### src/rtl/block_accumulator_if.sv
`default_nettype none
// ============================================================================
// Module      : block_accumulator_if
// Description : Bundles the signals that connect block_accumulator to its
//               producer and consumer.
//               Producer side : ce, in_valid, y, flush
//               Consumer side : out_data, out_len, out_valid, out_ready
//               Status        : drop, ovf
//               master modport = the environment that drives the block.
//               slave modport  = block_accumulator itself.
// Revision    : 1.0 - initial release
// ============================================================================
interface block_accumulator_if #(
  parameter int IN_W  = 21,
  parameter int ACC_W = 32
);
  logic                    ce;
  logic                    in_valid;
  logic signed [IN_W-1:0]  y;
  logic                    flush;
  logic signed [ACC_W-1:0] out_data;
  logic [7:0]              out_len;
  logic                    out_valid;
  logic                    out_ready;
  logic                    drop;
  logic                    ovf;

  modport master (
    output ce, in_valid, y, flush, out_ready,
    input  out_data, out_len, out_valid, drop, ovf
  );

  modport slave (
    input  ce, in_valid, y, flush, out_ready,
    output out_data, out_len, out_valid, drop, ovf
  );
endinterface
`default_nettype wire

### src/rtl/block_accumulator.sv
`default_nettype none
// ============================================================================
// Module      : block_accumulator
// Description : Sums BLOCK_LEN consecutive signed products from the (A+B)*C
//               stage into one ACC_W-bit block sum. in_valid is re-aligned
//               to the stage latency by a ce-qualified delay line. Finished
//               sums go through a 2-entry FIFO drained by valid/ready.
// Ports       : clk        - clock, rising edge
//               rst_n      - asynchronous active-low reset
//               bus.slave  - ce, in_valid, y, flush (in);
//                            out_data, out_len, out_valid (out);
//                            out_ready (in); drop, ovf (sticky status out)
// Options     : BLOCK_ACC_SATURATE_EN - when defined the accumulator clamps
//               on overflow; otherwise it wraps. ovf is set either way.
// Revision    : 1.0 - initial release
// ============================================================================
module block_accumulator #(
  parameter int IN_W      = 21,
  parameter int ACC_W     = 32,
  parameter int BLOCK_LEN = 16,
  parameter int LATENCY   = 6
) (
  input  logic               clk,
  input  logic               rst_n,
  block_accumulator_if.slave bus
);

  typedef enum logic [0:0] {
    IDLE  = 1'b0,
    ACCUM = 1'b1
  } state_t;

  localparam logic [7:0] c_block_len = 8'(BLOCK_LEN);

  state_t                  r_state;
  logic [LATENCY-1:0]      r_vpipe;
  logic signed [ACC_W-1:0] r_acc;
  logic [7:0]              r_cnt;
  logic                    r_ovf;
  logic                    r_drop;

  logic signed [ACC_W-1:0] r_fifo_data [2];
  logic [7:0]              r_fifo_len  [2];
  logic                    r_wptr;
  logic                    r_rptr;
  logic [1:0]              r_count;

  logic                    w_vd;
  logic                    w_take;
  logic signed [ACC_W-1:0] w_y_ext;
  logic signed [ACC_W-1:0] w_sum;
  logic signed [ACC_W-1:0] w_acc_next;
  logic                    w_ovf;
  logic [7:0]              w_cnt_next;
  logic                    w_push;
  logic signed [ACC_W-1:0] w_push_data;
  logic [7:0]              w_push_len;
  logic                    w_full;
  logic                    w_pop;
  logic                    w_wr;

  // --------------------------------------------------------------------------
  // Valid delay line: mirrors the arithmetic stage pipeline, so it only moves
  // when the stage does (ce=1).
  // --------------------------------------------------------------------------
  generate
    if (LATENCY == 1) begin : g_lat_one
      always_ff @(posedge clk or negedge rst_n) begin
        if (!rst_n)      r_vpipe <= '0;
        else if (bus.ce) r_vpipe <= bus.in_valid;
      end
    end else begin : g_lat_multi
      always_ff @(posedge clk or negedge rst_n) begin
        if (!rst_n)      r_vpipe <= '0;
        else if (bus.ce) r_vpipe <= {r_vpipe[LATENCY-2:0], bus.in_valid};
      end
    end
  endgenerate

  assign w_vd   = r_vpipe[LATENCY-1];
  assign w_take = bus.ce & w_vd;

  // --------------------------------------------------------------------------
  // Adder with sign-based overflow detection. In IDLE the accumulator is
  // already zero, so acc + y equals the sign-extended first sample.
  // --------------------------------------------------------------------------
  assign w_y_ext = ACC_W'(bus.y);
  assign w_sum   = r_acc + w_y_ext;
  assign w_ovf   = (r_acc[ACC_W-1] == w_y_ext[ACC_W-1]) &&
                   (w_sum[ACC_W-1] != r_acc[ACC_W-1]);

`ifdef BLOCK_ACC_SATURATE_EN
  localparam logic signed [ACC_W-1:0] c_acc_max = {1'b0, {(ACC_W-1){1'b1}}};
  localparam logic signed [ACC_W-1:0] c_acc_min = {1'b1, {(ACC_W-1){1'b0}}};
  // Both operands share a sign on overflow, so the accumulator sign picks
  // the rail.
  assign w_acc_next = !w_ovf ? w_sum : (r_acc[ACC_W-1] ? c_acc_min : c_acc_max);
`else
  assign w_acc_next = w_sum;
`endif

  assign w_cnt_next = r_cnt + 8'd1;

  // A block closes on its last sample, or on flush when there is anything
  // to emit (a running block or a sample arriving in the same cycle).
  assign w_push = (w_take && (w_cnt_next == c_block_len)) ||
                  (bus.ce && bus.flush && (w_take || (r_state == ACCUM)));
  assign w_push_data = w_take ? w_acc_next : r_acc;
  assign w_push_len  = w_take ? w_cnt_next : r_cnt;

  // --------------------------------------------------------------------------
  // Accumulator state machine; frozen while ce=0.
  // --------------------------------------------------------------------------
  always_ff @(posedge clk or negedge rst_n) begin
    if (!rst_n) begin
      r_state <= IDLE;
      r_acc   <= '0;
      r_cnt   <= '0;
      r_ovf   <= 1'b0;
    end else if (bus.ce) begin
      if (w_take && w_ovf) r_ovf <= 1'b1;
      case (r_state)
        IDLE: begin
          if (w_take && !w_push) begin
            r_state <= ACCUM;
            r_acc   <= w_acc_next;
            r_cnt   <= w_cnt_next;
          end
        end
        ACCUM: begin
          if (w_push) begin
            r_state <= IDLE;
            r_acc   <= '0;
            r_cnt   <= '0;
          end else if (w_take) begin
            r_acc   <= w_acc_next;
            r_cnt   <= w_cnt_next;
          end
        end
        default: r_state <= IDLE;
      endcase
    end
  end

  // --------------------------------------------------------------------------
  // 2-entry output FIFO, runs regardless of ce. A push into a full FIFO
  // succeeds only if the head leaves in the same cycle; the write then lands
  // in the slot being vacated.
  // --------------------------------------------------------------------------
  assign w_full = (r_count == 2'd2);
  assign w_pop  = (r_count != 2'd0) && bus.out_ready;
  assign w_wr   = w_push && (!w_full || w_pop);

  always_ff @(posedge clk or negedge rst_n) begin
    if (!rst_n) begin
      r_fifo_data[0] <= '0;
      r_fifo_data[1] <= '0;
      r_fifo_len[0]  <= '0;
      r_fifo_len[1]  <= '0;
      r_wptr         <= 1'b0;
      r_rptr         <= 1'b0;
      r_count        <= 2'd0;
      r_drop         <= 1'b0;
    end else begin
      if (w_wr) begin
        r_fifo_data[r_wptr] <= w_push_data;
        r_fifo_len[r_wptr]  <= w_push_len;
        r_wptr              <= ~r_wptr;
      end
      if (w_pop) r_rptr <= ~r_rptr;
      case ({w_wr, w_pop})
        2'b10:   r_count <= r_count + 2'd1;
        2'b01:   r_count <= r_count - 2'd1;
        default: r_count <= r_count;
      endcase
      if (w_push && !w_wr) r_drop <= 1'b1;
    end
  end

  assign bus.out_valid = (r_count != 2'd0);
  assign bus.out_data  = bus.out_valid ? r_fifo_data[r_rptr] : '0;
  assign bus.out_len   = bus.out_valid ? r_fifo_len[r_rptr]  : '0;
  assign bus.drop      = r_drop;
  assign bus.ovf       = r_ovf;

endmodule
`default_nettype wire

### src/flat_wrapper.sv
// flat-port wrapper written by rule: the top's interface ports become plain ports
module block_accumulator_flat 
#(
  parameter int IN_W      = 21,
  parameter int ACC_W     = 32,
  parameter int BLOCK_LEN = 16,
  parameter int LATENCY   = 6
)
  (clk, rst_n, bus_ce, bus_in_valid, bus_y, bus_flush, bus_out_ready, bus_out_data, bus_out_len, bus_out_valid, bus_drop, bus_ovf);
  block_accumulator_if #(.IN_W(IN_W), .ACC_W(ACC_W)) bus_i ();
  input  logic clk;
  input  logic rst_n;
  input wire logic [$bits(bus_i.ce)-1:0] bus_ce;
  input wire logic [$bits(bus_i.in_valid)-1:0] bus_in_valid;
  input wire logic [$bits(bus_i.y)-1:0] bus_y;
  input wire logic [$bits(bus_i.flush)-1:0] bus_flush;
  input wire logic [$bits(bus_i.out_ready)-1:0] bus_out_ready;
  output wire logic [$bits(bus_i.out_data)-1:0] bus_out_data;
  output wire logic [$bits(bus_i.out_len)-1:0] bus_out_len;
  output wire logic [$bits(bus_i.out_valid)-1:0] bus_out_valid;
  output wire logic [$bits(bus_i.drop)-1:0] bus_drop;
  output wire logic [$bits(bus_i.ovf)-1:0] bus_ovf;
  assign bus_i.ce = bus_ce;
  assign bus_i.in_valid = bus_in_valid;
  assign bus_i.y = bus_y;
  assign bus_i.flush = bus_flush;
  assign bus_i.out_ready = bus_out_ready;
  assign bus_out_data = bus_i.out_data;
  assign bus_out_len = bus_i.out_len;
  assign bus_out_valid = bus_i.out_valid;
  assign bus_drop = bus_i.drop;
  assign bus_ovf = bus_i.ovf;
  block_accumulator #(.IN_W(IN_W), .ACC_W(ACC_W), .BLOCK_LEN(BLOCK_LEN), .LATENCY(LATENCY)) u_core (.clk(clk), .rst_n(rst_n), .bus(bus_i));
endmodule
### config.mk
export PLATFORM = sky130hd
export DESIGN_NAME = block_accumulator_flat
export DESIGN_NICKNAME = d
export VERILOG_FILES = /design/src/rtl/block_accumulator_if.sv /design/src/rtl/block_accumulator.sv /design/src/flat_wrapper.sv
export SDC_FILE = /design/constraint.sdc
export NUM_CORES = 1
export LEC_CHECK = 0
export CAP_MARGIN = 5
export CORE_UTILIZATION = 38
export CTS_CLUSTER_DIAMETER = 60
export DETAILED_ROUTE_END_ITERATION = 7
export GPL_ROUTABILITY_DRIVEN = 0
export GPL_TIMING_DRIVEN = 1
export PLACE_DENSITY_LB_ADDON = 0.05
export SYNTH_ARGS = -nofsm -noshare
export SYNTH_HDL_FRONTEND = slang
export SYNTH_SLANG_ARGS = --single-unit
### constraint.sdc
create_clock -name clk -period 3.5 [get_ports clk]
set_input_delay 0.7 -clock clk [delete_from_list [all_inputs] [get_ports clk]]
set_output_delay 0.7 -clock clk [all_outputs]
set_load 0.01 [all_outputs]
-- Word level (Yosys, flattened, before mapping)
Index checks and enable logic that the tools add are counted.
- bits in registers: 133
- output and inout bits: 43
- logic and storage cells: 79
- $add $sub $neg: 4
- $lt $le $gt $ge: 3
- eq/ne operators: 7
- muxes and demuxes: 26
- bitwise gates (word level): 6
- reductions and logical operators: 20
- operators with widths (operator ; count):
    32-bit 2-to-1 mux ; 8
    64-bit bitwise mux ; 1
    8-bit 2-to-1 mux ; 8
    32-bit case mux with 2 select lines ; 1
    32-bit by 21-bit adder with 32-bit output ; 1
    32-bit demux with 1-bit select ; 1
    16-bit bitwise mux ; 1
    8-bit case mux with 2 select lines ; 1
    1-bit logical AND ; 10
    8-bit by 1-bit adder with 8-bit output, second input constant ; 1
    8-bit demux with 1-bit select ; 1
    8-bit by 5-bit == test with 1-bit output, second input constant ; 1
    2-bit == test, second input constant ; 2
    2-bit greater-or-equal comparator, second input constant ; 2
    1-bit NOT with 2-bit output ; 2
    2-bit case mux with 2 select lines ; 1
    2-bit AND reduction ; 2
    2-bit nonzero test ; 2
    1-bit zero test ; 3
    1-bit logical OR ; 3
    1-bit NOT ; 3
    2-bit by 1-bit adder with 2-bit output, second input constant ; 1
    2-bit by 1-bit == test with 1-bit output, second input constant ; 1
    2-bit by 1-bit < comparator with 1-bit output, second input constant ; 1
    7 further kinds ; 8

-- Longest topological paths before layout
Gate-level depths: netlist of run 1.
- word-level depth: 8
- mapped depth: 12

-- Least setup slack after synthesis of run 1
OpenSTA, ideal clock, no wires.
- path type: input -> register
- start point: input bus_y[0]
- end point: register u_core.r_fifo_data[58] (netlist name)
- library setup time: 118 ps
- arrival time: 2955 ps
- data required time: 3382 ps
- slack: 427 ps
- stages: 11
- path buffers: 0
- cell sequence: ha_1 fa_1 a21o_2 nand4_1 nand3_1 a31oi_1 o21ai_1 a21oi_1 mux2i_1 a21oi_1 a21o_1
- longest elaborated chain between the ends: 3
- RTL lines (what ; RTL line ; RTL):
    start, declared ; flat_wrapper.sv:15 ; input wire logic [$bits(bus_i.y)-1:0] bus_y;
    32-bit by 21-bit adder with 32-bit output ; block_accumulator.sv:88 ; assign w_sum = r_acc + w_y_ext;
    32-bit 2-to-1 mux ; block_accumulator.sv:108 ; assign w_push_data = w_take ? w_acc_next : r_acc;
    64-bit bitwise mux ; block_accumulator.sv:166 ; r_fifo_data[r_wptr] <= w_push_data;
    end signal, assigned by index ; block_accumulator.sv:166 ;
    end, declared ; block_accumulator.sv:42 ; logic signed [ACC_W-1:0] r_fifo_data [2];
No other way between the ends.
A chain may end at the register's enable or synchronous reset.

-- Worst setup path after layout of run 1
- start point: input bus_y[0]
- end point: register u_core.r_fifo_data[60] (netlist name)
Same word-level chain as after synthesis.

==> flow_metrics.tcl, run 1 <==
set metrics [dict create \
    preCtsSetupSlack_ns -0.187 \
    firstDrtPassIters 5 \
    powerDensity_nw_per_um2 913 \
    final_cell_mix "132 x dfrtp_1, 124 x nand2_1, 92 x o21ai_0" \
    routed_wl_um 19900 \
    clock_skew_ns 0.00749 \
    syn_nets 917 \
    drc 0 \
    core_region_area_um2 20200 \
    cts_made_buffers 17 \
    yosysWarnings 0 \
    grt_pass1_vias 6409 \
    power.switching_mw 3.50 \
    required_ns 3.84 \
    pwr-share-clk 0.208 \
    cts_hold_buf 0 \
    power.leakage_nw 4.30 \
    crit_path_end_kind "register" \
    insertion_delay_ns 0.43 \
    initial_utilization 0.388 \
    intPower_mw 5.27 \
    pwr-share-seq 0.296 \
    cts_max_level 4 \
    grt_overflow_total 0 \
    switching_share 0.399 \
    max_freq_mhz 308 \
    max_slew_margin 0.453 \
    antenna_found_initial 0 \
    synth-edff-count 0 \
    die_h_um 146 \
    placed_area_um2 9000 \
    ir_drop_mv 0.435 \
    place.detailed.hpwl_um 13600 \
    finalWorstSetupSlack_ns 0.248 \
    post-route-cell-area_um2 9600 \
    cts_tree "done" \
    cts_resized 0 \
    die_area_um2 21300 \
    synthArstFlopShare 1.00 \
    worst_pin_slew_ns 0.821 \
    power_frac_comb 0.496 \
    ant_nets 0 \
    status "complete, no violations" \
    final_common_cell "dfrtp_1" \
    clk_transition_reported_paths_ns 0.06 \
    num-nets-final 995 \
    cts_max_path_buffers 2 \
    slew_violations 0 \
    fin_cells 1216 \
    grt_pass1_wl_um 33200 \
    whs_ns 0.327 \
    cts_setup_buffers 0 \
    hold_class "input pin to async pin" \
    synth-main-ff-cell "dfrtp_1" \
    finalCritPeriodShare 0.929 \
    placed_cells 1184 \
    vias 6464 \
    syn_avg_cell_area_um2 9.19 \
    arrival_ns 3.60 \
    diodes 0 \
    drv_cap 0 \
    final.setup.tns_ns 0 \
    power_mw 8.77 \
    ys_seq_area_frac 0.424 \
    ios 70 \
    grt_max_degree 84 \
    final_layout_size_suffix_gt1_frac 0.112 \
    setup_viol 0 \
    synth_seq_cells 133 \
    rsz0062_at_grt "no" \
    critPathKind "input pin to register" \
    dieWidth_um 146 \
    row_count 52 \
    io_buffers 69 \
    syn_to_final_growth_pct 22.2 \
    worst_r2r_path_depth 12 \
    syn-instance-count 855 \
    start_kind "input pin" \
    yosysUniqueCellTypes 59 \
    root_buffer "clkbuf_16" \
    drt_iter0_drc 367 \
    routedWlPerCell_um 16.4 \
    hold_viol_final 0 \
    routed_via_density 5.32 \
    track_usage 0.198 \
    cp_max_fo 3 \
    cts.sinks 133 \
    fin_util 0.475 \
    synth_area_um2 7860 \
    min_period_ns 3.25 \
]
==> state kept, by name (all words and copies together), names as in the netlist <==
name / flops
u_core.bus.drop: 1
u_core.r_fifo_len: 16
u_core.r_fifo_data: 64
u_core.r_rptr: 1
u_core.r_state: 1
u_core.r_vpipe: 6
u_core.bus.ovf: 1
u_core.r_acc: 32
u_core.r_wptr: 1
u_core.r_cnt: 8
u_core.r_count: 2
==> worst max-delay path: stages <==
cell and delay, ns:
clkdlybuf4s50_1 0.41, ha_1 0.23, fa_1 0.41, a21o_2 0.22
nand4_1 0.09, nand3_1 0.10, a31oi_1 0.26, buf_4 0.16
o211ai_1 0.18, a311oi_1 0.37, xnor2_1 0.19, nand2_1 0.10
a31oi_1 0.18
==> cell usage after synthesis (6+ instances only) <==
cell,instances,area (um^2)
a211oi_1,7,52.6
a21o_1,14,105
a21oi_1,46,230
a22o_1,21,184
a31oi_1,13,81.3
and2_1,7,43.8
and3_1,6,37.5
buf_2,15,75.1
clkbuf_1,29,109
dfrtp_1,133,3330
ha_1,34,425
inv_1,10,37.5
mux2i_1,60,601
nand2_1,125,469
nand3_1,12,60.1
nand4_1,10,62.6
nor2_1,87,327
nor3_1,6,30.0
o21ai_0,92,460
o31ai_1,9,67.6
xnor2_1,26,228
xor2_1,16,140
==> cell families after synthesis <==
kind of cell / Yosys count / synth area share
muxes: 65 / 0.0836
xor gates and xnor gates: 42 / 0.0468
AOI/OAI and AO/OA: 245 / 0.204
adders and majority gates: 35 / 0.0567
buffers and inverters: 64 / 0.0389
and+or+nand+nor: 271 / 0.146
DFF: 133 / 0.424
==> per-layer routing <==
metal / wire (um) / global-route usage / part of all wire / vias to the layer above
met3: 535 / 0.0339 / 0.027 / 22
li1: - / - / - / 3180
met1: 10300 / 0.281 / 0.52 / 3156
met5: 0 / 0 / 0 / -
met2: 8830 / 0.305 / 0.44 / 106
met4: 280 / 0.0647 / 0.014 / 0
==> area by class of cell <==
cell class / instances / area, um^2
clock inverter: 13 / 145
inverter: 10 / 37.5
tap: 270 / 338
sequential: 133 / 3330
multi-input combinational: 658 / 4240
fill: 1933 / 10600
clock buffer: 19 / 453
timing repair buffer: 113 / 1060
==> path summary, 6_finish.rpt <==
kind                                 start  slack, ns                      to
setup / recovery                  bus_y[0]       0.25  u_core.r_fifo_data[60]
hold / removal                       rst_n       0.33  u_core.r_fifo_data[61]
setup reg to reg           u_core.r_acc[0]       0.55  u_core.r_fifo_data[60]
hold reg to reg            u_core.bus.drop       0.47         u_core.bus.drop
max in group asynchronous            rst_n       2.40  u_core.r_fifo_data[35]
min in group clk           u_core.bus.drop       0.47         u_core.bus.drop
==> power groups by stage <==
stage / clock network [mW] / logic [mW] / registers (mW)
2_1_floorplan: 0 / 2.91 / 2.46
3_3_place_gp: 0 / 4.30 / 2.57
3_5_place_dp: 0 / 4.36 / 2.61
4_1_cts: 1.86 / 4.39 / 2.59
5_1_grt: 1.94 / 4.86 / 2.68
6_report: 1.83 / 4.35 / 2.59
Power figures use the tool's default switching activity.
==> run 2: changes to the inputs <==
--- a/config.mk
+++ b/config.mk
@@ -6,11 +6,11 @@
 export NUM_CORES = 1
 export LEC_CHECK = 0
 export CAP_MARGIN = 5
-export CORE_UTILIZATION = 38
+export CORE_UTILIZATION = 59
 export CTS_CLUSTER_DIAMETER = 60
 export DETAILED_ROUTE_END_ITERATION = 7
 export GPL_ROUTABILITY_DRIVEN = 0
-export GPL_TIMING_DRIVEN = 1
+export GPL_TIMING_DRIVEN = 0
 export PLACE_DENSITY_LB_ADDON = 0.05
 export SYNTH_ARGS = -nofsm -noshare
 export SYNTH_HDL_FRONTEND = slang
==> flow_metrics.tcl, run 2 (synthesized netlist as in run 1, its figures left out) <==
set metrics [dict create \
    placed_area_um2 8790 \
    timing.rr.start "u_core.r_acc[0]" \
    ant_nets 0 \
    largest_reg_flops 64 \
    final_layout_size_suffix_gt1_frac 0.0838 \
    syn_to_final_growth_pct 20.1 \
    cp-startpoint "u_core.r_rptr" \
    post-route-cell-area_um2 9440 \
    cts_made_buffers 17 \
    ir_drop_mv 0.493 \
    final.setup.tns_ns 0 \
    drv_cap 0 \
    arrival_ns 2.71 \
    io_buffers 69 \
    cts.sinks 133 \
    power_frac_comb 0.496 \
    place.detailed.hpwl_um 14800 \
    switching_share 0.403 \
    track_usage 0.329 \
    cts_hold_buf 0 \
    routed_wl_um 21300 \
    crit_path_end_kind "primary output" \
    row_count 41 \
    r2r_end "u_core.r_fifo_data[28]" \
    clock_skew_ns 0.0112 \
    status "complete, no violations" \
    grt_overflow_total 0 \
    firstDrtPassIters 5 \
    power.switching_mw 3.55 \
    pwr-share-clk 0.212 \
    initial_utilization 0.613 \
    intPower_mw 5.24 \
    slew_violations 0 \
    hold_viol_final 0 \
    rsz0062_at_grt "yes" \
    setup_viol 0 \
    worst_pin_slew_ns 0.932 \
    power.leakage_nw 4.25 \
    worst_r2r_path_depth 11 \
    grt_pass1_vias 7046 \
    start_kind "register" \
    hold_class "input pin to async pin" \
    routedWlPerCell_um 18.9 \
    final_cell_mix "133 x dfrtp_1, 125 x nand2_1, 92 x o21ai_0" \
    r2r_setup_slack_ns 0.41 \
    cp_cell_sequence "clkbuf_1, clkdlybuf4s15_1, mux2i_1, nor2_1, clkdlybuf4s50_1" \
    diodes 0 \
    routed_via_density 6.17 \
    final_common_cell "dfrtp_1" \
    finalCritPeriodShare 0.975 \
    cts_max_path_buffers 2 \
    grt_pass1_wl_um 35600 \
    vias 6953 \
    slowest_delay_ns 0.80 \
    clk_transition_reported_paths_ns 0.06 \
    drt_iter0_drc 573 \
    ios 70 \
    die_area_um2 13800 \
    insertion_delay_ns 0.43 \
    drc 0 \
    whs_ns 0.206 \
    cp_max_fo 10 \
    critPathKind "register to primary output" \
    num-nets-final 1006 \
    root_buffer "clkbuf_16" \
    cts_setup_buffers 0 \
    reg.largest.list "u_core.r_fifo_data: 64 flops, u_core.r_acc: 32 flops, u_core.r_fifo_len: 16 flops" \
    dieWidth_um 117 \
    powerDensity_nw_per_um2 931 \
    die_h_um 117 \
    pwr-share-seq 0.292 \
    core_region_area_um2 12800 \
    registers.top_by_ff_count "u_core.r_fifo_data" \
    cts_max_level 4 \
    antenna_found_initial 0 \
    grt_max_degree 88 \
    cts_tree "done" \
    required_ns 2.80 \
    slowest_stage "clkdlybuf4s15_1" \
    max_freq_mhz 293 \
    min_period_ns 3.41 \
    endpoint "bus_out_data[12]" \
    max_slew_margin 0.378 \
]
-- run 2: cell count changes in the layout (fill, tap and decap cells not counted), sizes merged --
cell,change
dlymetal6s2s,+1
buf,-21
bufinv,+1
clkinvlp,-3
clkbuf,+34
clkdlybuf4s50,-1
clkdlybuf4s15,+1
inv,-4
clkinv,+1
-- run 2: how the worst min path moves through the flow --
stage | start | endpoint | depth (start not counted)
after floorplan | rst_n | u_core.bus.drop | 0
after global placement | u_core.r_fifo_data[13] | u_core.r_fifo_data[13] | 2
after detailed placement | u_core.bus.drop | u_core.bus.drop | 1
after CTS | rst_n | u_core.r_fifo_len[15] | 1
after global routing | rst_n | u_core.r_fifo_data[27] | 1
final | rst_n | u_core.r_fifo_data[59] | 1
-- run 2: metrics by stage --
step	instances	util	setup WS [ns]	total power, mW
2_1_floorplan	855	-	0.427	5.37
6_report	1127	0.736	0.0883	8.79
4_1_cts	1127	0.734	0.0165	8.73
5_1_grt	1127	0.736	-0.0121	9.35
3_3_place_gp	1096	0.683	-3.40	6.62
3_5_place_dp	1097	0.686	-0.603	6.81
-- run 2: repair_timing --
item,4_1_cts,5_1_grt
gates resized for setup,1,5
cloned,0,0
setup endpoints to repair,3,20
-- run 2: per-layer routing --
| layer | vias up | share of wire | track usage |
|---|---|---|---|
| met2 | 290 | 0.49 | 0.544 |
| met5 | - | 0 | 0 |
| met1 | 3414 | 0.43 | 0.430 |
| li1 | 3207 | - | - |
| met4 | 0 | 0.023 | 0.126 |
| met3 | 42 | 0.063 | 0.0593 |
-- run 2: worst max-delay path, delay by kind of cell (launching register included) --
kind,cells,cell delay [ns]
buf+inv,3,1.63
flops,1,0.31
mux,1,0.17
simple gates,1,0.15
-- run 2: power by group through the flow --
stage	clock network [mW]	logic, mW	registers [mW]
floorplan	0	2.91	2.46
global placement	0	4.09	2.53
detailed placement	0	4.24	2.57
CTS	1.87	4.30	2.55
global route	1.94	4.78	2.63
finish	1.87	4.36	2.57
-- run 2: final cells by class --
class	instances	area, um^2
multi-input combinational	658	4250
fill	968	3390
sequential	133	3330
timing repair buffer	70	722
clock buffer	22	494
buffer	54	274
tap	172	215
clock inverter	8	123
inverter	10	37.5
==> run 3: changes to the inputs <==
--- a/config.mk
+++ b/config.mk
@@ -5,13 +5,12 @@
 export SDC_FILE = /design/constraint.sdc
 export NUM_CORES = 1
 export LEC_CHECK = 0
-export CAP_MARGIN = 5
 export CORE_UTILIZATION = 59
 export CTS_CLUSTER_DIAMETER = 60
 export DETAILED_ROUTE_END_ITERATION = 7
 export GPL_ROUTABILITY_DRIVEN = 0
 export GPL_TIMING_DRIVEN = 0
-export PLACE_DENSITY_LB_ADDON = 0.05
+export PLACE_DENSITY = 0.83
 export SYNTH_ARGS = -nofsm -noshare
 export SYNTH_HDL_FRONTEND = slang
 export SYNTH_SLANG_ARGS = --single-unit
==> flow_metrics.tcl, run 3 (synthesized netlist as in run 1, its figures left out) <==
set metrics [dict create \
    status "complete, no violations" \
    root_buffer "clkbuf_16" \
    largest_reg_flops 64 \
    ios 70 \
    crit_path_end_kind "register" \
    insertion_delay_ns 0.42 \
    registers.top_by_ff_count "u_core.r_fifo_data" \
    track_usage 0.308 \
    setup_viol 0 \
    slowest_stage "fa_1" \
    cp_max_fo 4 \
    grt_pass1_wl_um 33100 \
    placed_area_um2 8790 \
    drc 0 \
    syn_to_final_growth_pct 20.7 \
    die_h_um 117 \
    finalCritPeriodShare 0.971 \
    cp_top_family "compound AO/OA/AOI/OAI gates" \
    grt_overflow_total 0 \
    max_slew_margin 0.360 \
    ant_nets 0 \
    firstDrtPassIters 5 \
    clock_skew_ns 0.00789 \
    cp_num_buf_inv 1 \
    cp_cell_sequence "clkdlybuf4s50_1, ha_1, fa_1, a21o_2, nand4_1, nand3_1, a31oi_2, o21ai_1, a21oi_4, mux2i_2, a21oi_1, a21o_1" \
    initial_utilization 0.613 \
    io_buffers 69 \
    slew_violations 0 \
    powerDensity_nw_per_um2 935 \
    start_kind "input pin" \
    cts_max_level 4 \
    final_common_cell "dfrtp_1" \
    min_period_ns 3.40 \
    max_freq_mhz 294 \
    drv_cap 0 \
    cts_made_buffers 17 \
    ir_drop_mv 0.413 \
    die_area_um2 13800 \
    whs_ns 0.281 \
    hold_class "input pin to async pin" \
    routedWlPerCell_um 18.0 \
    final.setup.tns_ns 0 \
    num-fill-cells 930 \
    antenna_found_initial 0 \
    cts_max_path_buffers 2 \
    cts.sinks 133 \
    num-nets-final 1008 \
    use_met3 0.0438 \
    slowest_delay_ns 0.43 \
    critPathKind "input pin to register" \
    cts_tree "done" \
    clk_transition_reported_paths_ns 0.06 \
    diodes 0 \
    core_region_area_um2 12800 \
    vias 6906 \
    place.detailed.hpwl_um 14100 \
    grtUsageMet1 0.430 \
    row_count 41 \
    worst_pin_slew_ns 0.961 \
    dieWidth_um 117 \
    fin_util 0.740 \
    use_met2 0.474 \
    busiest_layer "met2" \
    reg.largest.list "u_core.r_fifo_data: 64 flops, u_core.r_acc: 32 flops, u_core.r_fifo_len: 16 flops" \
    final_layout_size_suffix_gt1_frac 0.0876 \
    routed_via_density 6.11 \
    grt_pass1_vias 6530 \
    cts_hold_buf 0 \
    post-route-cell-area_um2 9480 \
    power.leakage_nw 4.26 \
    arrival_ns 3.71 \
    final_cell_mix "133 x dfrtp_1, 125 x nand2_1, 92 x o21ai_0" \
    hold_viol_final 0 \
    drt_iter0_drc 655 \
    routed_wl_um 20400 \
    required_ns 3.81 \
    grt_max_degree 69 \
]
-- run 3: power by group --
part	total, mW	switching, mW	internal (mW)
clock	1.96	0.682	1.28
combinational	4.33	2.43	1.91
sequential	2.57	0.429	2.14
total	8.86	3.54	5.33
-- run 3: area by class of cell --
type	instances	area (um^2)	share of cell area
multi-input combinational	658	4250	0.448
sequential	133	3330	0.351
timing repair buffer	72	737	0.0777
clock buffer	19	443	0.0467
buffer	54	268	0.0282
tap	172	215	0.0227
clock inverter	13	204	0.0215
inverter	10	37.5	0.00396
-- run 3: worst paths after layout --
kind	from	to	slack, ns	cells after the start
worst min register to register	u_core.bus.ovf	u_core.bus.ovf	0.47	1
worst max register to register	u_core.r_acc[0]	u_core.r_fifo_data[26]	0.40	11
worst max-delay path	bus_y[0]	u_core.r_fifo_data[26]	0.10	12
max in group asynchronous	rst_n	u_core.r_fifo_len[14]	2.47	2
worst min-delay path	rst_n	u_core.r_acc[17]	0.28	1
min in group clk	u_core.bus.ovf	u_core.bus.ovf	0.47	1
-- run 3: repair_timing --
item / in CTS / in global routing
setup buffers: 0 / 2
gates cloned: 0 / 0
gates resized for setup: 2 / 4
pin swaps: 0 / 1
endpoints found under the setup margin: 5 / 12
-- run 3: worst reg2reg max path, cell delays in order (launching register included) --
cell and delay (ns):
dfrtp_1 0.40, ha_1 0.27, fa_1 0.44, a21o_2 0.22, nand4_1 0.08, nand3_1 0.16, a31oi_2 0.33, o21ai_1 0.23
a21oi_4 0.29, mux2i_2 0.31, a21oi_1 0.12, a21o_1 0.17
-- run 3: layer usage --
| metal | share of wire | vias to the layer above |
|---|---|---|
| li1 | - | 3220 |
| met1 | 0.45 | 3333 |
| met2 | 0.47 | 302 |
| met3 | 0.054 | 51 |
| met4 | 0.031 | 0 |
| met5 | 0 | - |
-- run 3: metrics by stage --
step | power [mW] | setup WS, ns | instances
after floorplan | 5.37 | 0.427 | 855
after global placement | 6.65 | -3.51 | 1096
after detailed placement | 6.79 | -0.638 | 1097
after CTS | 8.81 | 0.00148 | 1129
after global routing | 9.42 | -0.000968 | 1131
final | 8.86 | 0.102 | 1131
